`config.mk`:
```
export PLATFORM = sky130hd
export DESIGN_NAME = inst_fetch
export DESIGN_NICKNAME = d
export VERILOG_FILES = /design/src/rtl/inst_fetch.sv
export SDC_FILE = /design/constraint.sdc
export NUM_CORES = 1
export LEC_CHECK = 0
export ABC_AREA = 0
export CAP_MARGIN = 20
export CORE_ASPECT_RATIO = 0.75
export CORE_MARGIN = 2
export CORE_UTILIZATION = 48
export DETAILED_ROUTE_END_ITERATION = 16
export PLACE_DENSITY_LB_ADDON = 0.25
export SLEW_MARGIN = 20
export SYNTH_ARGS = -nofsm -noshare
export SYNTH_HDL_FRONTEND = slang
export SYNTH_SLANG_ARGS = --single-unit
export TNS_END_PERCENT = 100
```
`constraint.sdc`:
```
create_clock -name clk -period 2.83 [get_ports clk]
set_input_delay 0.7075 -clock clk [delete_from_list [all_inputs] [get_ports clk]]
set_output_delay 0.7075 -clock clk [all_outputs]
set_load 0.01 [all_outputs]
```
`src/rtl/inst_fetch.sv`:
```
// Instruction fetch stage: owns the PC, keeps one imem request in flight and
// hands {instruction, inst_pc, inst_valid} to decode with stall and redirect/squash.
//
// state | meaning
// IDLE  | first cycle after reset, no request
// REQ   | request presented at pc, waiting for imem handshake
// WAIT  | request accepted, waiting for response
// HOLD  | instruction presented to decode until it is consumed
// DRAIN | accepted request was squashed by redirect, discard its response
module inst_fetch #(
   parameter logic [31:0] RESET_PC = 32'h0000_0000
) (
   input  logic        clk,
   input  logic        rst,
   output logic        imem_req_valid,
   input  logic        imem_req_ready,
   output logic [31:0] imem_req_addr,
   input  logic        imem_rsp_valid,
   input  logic [31:0] imem_rsp_data,
   input  logic        redirect_valid,
   input  logic [31:0] redirect_pc,
   input  logic        stall,
   output logic [31:0] instruction,
   output logic [31:0] inst_pc,
   output logic        inst_valid,
   output logic        fetch_misalign
);

   localparam logic [31:0] NOP = 32'h0000_0013;

   typedef enum logic [2:0] {IDLE, REQ, WAIT, HOLD, DRAIN} state_t;

   state_t      state;
   state_t      nxt;
   logic [31:0] pc;

   assign imem_req_addr = pc;

   always_comb begin
      nxt = state;
      if (redirect_valid) begin
         case (state)
            REQ:         nxt = imem_req_ready ? DRAIN : REQ;
            WAIT, DRAIN: nxt = imem_rsp_valid ? REQ : DRAIN;
            default:     nxt = REQ;
         endcase
      end else begin
         case (state)
            IDLE:    nxt = REQ;
            REQ:     if (imem_req_ready) nxt = WAIT;
            WAIT:    if (imem_rsp_valid) nxt = HOLD;
            HOLD:    if (!stall) nxt = REQ;
            DRAIN:   if (imem_rsp_valid) nxt = REQ;
            default: nxt = IDLE;
         endcase
      end
   end

   always_ff @(posedge clk) begin
      if (rst) begin
         state          <= IDLE;
         pc             <= RESET_PC;
         instruction    <= NOP;
         inst_pc        <= RESET_PC;
         inst_valid     <= 1'b0;
         fetch_misalign <= 1'b0;
         imem_req_valid <= 1'b0;
      end else begin
         state          <= nxt;
         imem_req_valid <= (nxt == REQ);
         fetch_misalign <= redirect_valid && (|redirect_pc[1:0]);
         // redirect wins over capture, so a response arriving with it is dropped
         if (redirect_valid) begin
            pc         <= {redirect_pc[31:2], 2'b00};
            inst_valid <= 1'b0;
         end else if (state == WAIT && imem_rsp_valid) begin
            instruction <= imem_rsp_data;
            inst_pc     <= pc;
            inst_valid  <= 1'b1;
            pc          <= pc + 32'd4;
         end else if (state == HOLD && !stall) begin
            inst_valid <= 1'b0;
         end
      end
   end

endmodule

```
==> run_results.csv <==
group,metric,value,unit
status,run_status,"completed",
critical_path,crit_path_start_kind,"input port",
placement,placedCellCount,813,
global_routing,first_global_vias,4151,
synthesis,ys_async_sr_fraction,0,
worst_hold_path,hold_path_startpoint,"inst_pc[30]",
clocking,post_cts_resize_count,0,
floorplanning,placement_rows,30,
worst_hold_path,end_point_of_the_worst_hold_path,"inst_pc[30]",
global_routing,pin_count_of_the_biggest_net_entering_global_routing,63,
clocking,numCtsBuffers,9,
floorplanning,dieWidth,115,um
clocking,cts.hold.buffers_added,0,
power,ir_worst_vdd,0.000285,V
synthesis,average_cell_area_after_synthesis,7.77,um^2
sta,post_layout_min_period,2.41,ns
finish,area.growth.synth_to_final,44.4,%
drt,wirelength,13400,um
synthesis,ys_seq_area_frac,0.442,
drt,drt-pass1-iter-count,7,
critical_path,critical_path_arrival,2.63,ns
placement,routability_congestion_estimate_from_global_placement,0.880,
global_routing,grt_util_all_layers,0.259,
drt,drt_drc_violations_left,0,
sta,post-route-period-util,0.850,
worst_hold_path,min_path_type,"flop to flop",
synthesis,synth-compound-area-share,0.165,
floorplanning,dieArea,10000,um^2
sta,fmax,0.416,GHz
floorplanning,die_y,87.3,um
sta,max_slew.worst_pin.slew,0.706,ns
clocking,ctsHtreeMaxLevel,3,
finish,insertedDiodeCount,0,
clocking,tritoncts_clock_tree,"done",
synthesis,synth_top_area_cells,"dfxtp_1 44%, nand2_1 13%, a21oi_1 7.4%",
synthesis,synth_mux_area_frac,0,
sta,timing.setup.tns,0,ns
sta,slew_margin_rel,0.530,
clocking,clkSlewWorstSetupHoldPaths,0.07,ns
synthesis,ys_seq_elements,98,
global_routing,antenna_violations_before_repair,0,
drt,routed-via-count,4714,
synthesis,combinational_family_with_the_most_area_after_synthesis,"simple AND/OR/NAND/NOR gates",
power,pwr_density_cell,473,nW/um^2
clocking,total_setup_buffers_inserted_after_cts,0,
drt,wl_per_cell,16.1,um
sta,finalHoldViolations,0,
critical_path,worst_r2r_path_depth,5,
sta,worst_clock_skew,0.00666,ns
synthesis,synth_enable_flop_cells,0,
clocking,clock_sink_count,98,
global_routing,grt_pass1_wl,20700,um
drt,vias_per_cell,5.69,
clocking,clock_tree_root,"clkbuf_16",
finish,final_common_cell,"clkdlybuf4s50_1",
synthesis,ys_dominant_reg_cell,"dfxtp_1",
critical_path,reg2reg_setup_slack,0.64,ns
synthesis,synth.distinct_cells,53,
critical_path,critPathRequiredTime,3.06,ns
synthesis,synth_area_leader_cell,"dfxtp_1",
floorplanning,ioPinCount,169,
synthesis,post_synthesis_share_of_cell_area_spent_on_xor_and_xnor_gates,0.0138,
power,static-leakage-power,2.18,nW
placement,hpwl,9540,um
synthesis,top_area_cell_type_share_of_the_netlist_area,0.442,
finish,drive_gt1_frac,0.0502,
finish,final_net_count,783,
critical_path,worstPathMaxFanout,10,
job,maxCapViolCount,0,
worst_hold_path,hold_depth,2,
finish,post_layout_nonfiller_instances,829,
synthesis,post_synth_instance_area,4440,um^2
critical_path,timing.setup.critical_path_class,"input port to flop",
critical_path,critical_path.reg2reg.endpoint,"imem_req_addr[12]",
finish,mostFrequentLayoutCells,"163 x clkdlybuf4s50_1, 147 x nand2_1, 98 x dfxtp_1, 66 x a21oi_1, 27 x nor2_1",
synthesis,synth-warning-count,0,
critical_path,end_kind,"flop",
synthesis,syn_inst,571,
drt,ant_nets_after_route,0,
placement,port_buffers,164,
global_routing,grt_overflow_total,0,
clocking,worst_skew_pair.late_latency,0.34,ns
floorplanning,floorplan.core_area,9010,um^2
critical_path,regToRegStartpoint,"imem_req_addr[3]",
synthesis,synth_simple_gate_area_share,0.319,
sta,grt_setup_unrepaired,"false",
floorplanning,starting_utilization_of_the_core_area,0.493,
sta,slew_viol_final,0,
drt,initialDrtViolationCount,400,
synthesis,synthesized_area_fraction_occupied_by_adder_cells,0.00282,
sta,report.final.setup_viol,0,
clocking,clock_tree.buffer_depth,2,
-- layer usage --
metal | share of wire | vias up | global-route usage
met2 | 0.48 | 206 | 0.433
met5 | 0 | - | 0
met4 | 0.016 | 0 | 0.0712
met1 | 0.43 | 2215 | 0.346
met3 | 0.076 | 20 | 0.0466
li1 | - | 2273 | -
-- registers in the layout, summed over array words and instances, names as in the netlist --
name / count
instruction: 32
imem_req_addr: 30
inst_pc: 30
state: 3
fetch_misalign: 1
imem_req_valid: 1
inst_valid: 1
-- Yosys cell counts, types with 2 or more instances --
cell type	n
inv_1	13
o2bb2ai_1	2
o211ai_1	2
nor2_1	28
nand2_1	148
buf_1	3
o31ai_1	4
xor2_1	3
or4_1	3
o21ai_0	11
or3_1	7
a311oi_1	10
a2111oi_0	6
clkbuf_1	31
nand3_1	14
nor3_1	15
a21oi_1	66
buf_4	4
a211oi_1	12
and4_1	11
nand2b_1	3
nor4_1	8
nand4b_1	2
dfxtp_1	98
buf_2	9
nand3b_1	5
nor2b_1	6
nand4_1	13
nor3b_1	5
xnor2_1	4
and3_1	3
-- cell families after synthesis --
kind of cell,count (synthesis)
xor+xnor,7
compound gates,120
flops,98
other cells,1
buf+inv,60
fa+ha+maj,1
simple gates,284
-- final cells by class --
class / count / area [um^2]
sequential: 98 / 1960
clock buffer: 10 / 239
inverter: 13 / 48.8
timing repair buffer: 174 / 1710
clock inverter: 6 / 58.8
multi-input combinational: 416 / 2250
tap: 112 / 140
fill: 736 / 2600
-- through the flow --
stage | setup WS (ns) | utilization | power, mW | hold slack, ns | cell area, um^2
final | 0.425 | 0.712 | 3.03 | 0.454 | 6410
after global routing | 0.208 | 0.712 | 3.14 | 0.470 | 6410
after CTS | 0.436 | 0.712 | 3.05 | 0.456 | 6410
after detailed placement | 0.0567 | 0.678 | 1.86 | 0.446 | 6110
after global placement | 0.122 | 0.678 | 1.85 | 0.441 | 6110
after floorplan | 0.873 | - | 1.65 | 0.481 | 4450
-- power breakdown --
group          internal, mW  switching, mW
Sequential             1.42         0.0698
Clock                 0.639          0.559
Combinational         0.199          0.145
-- critical path, cell delays in order --
cell and delay [ns]:
clkdlybuf4s50_1 0.61, nand4bb_1 0.16, buf_4 0.22, nor4_4 0.45, a21boi_1 0.11, or3b_1 0.36
-- how the worst max path moves through the flow --
stage / end / start
after global routing: imem_req_addr[23] / imem_rsp_valid
after floorplan: imem_req_addr[24] / redirect_valid
final: imem_req_addr[25] / imem_rsp_valid
after global placement: imem_req_addr[25] / imem_rsp_valid
after CTS: imem_req_addr[25] / imem_rsp_valid
after detailed placement: imem_req_addr[25] / imem_rsp_valid
(Power assumes the default switching activity.)
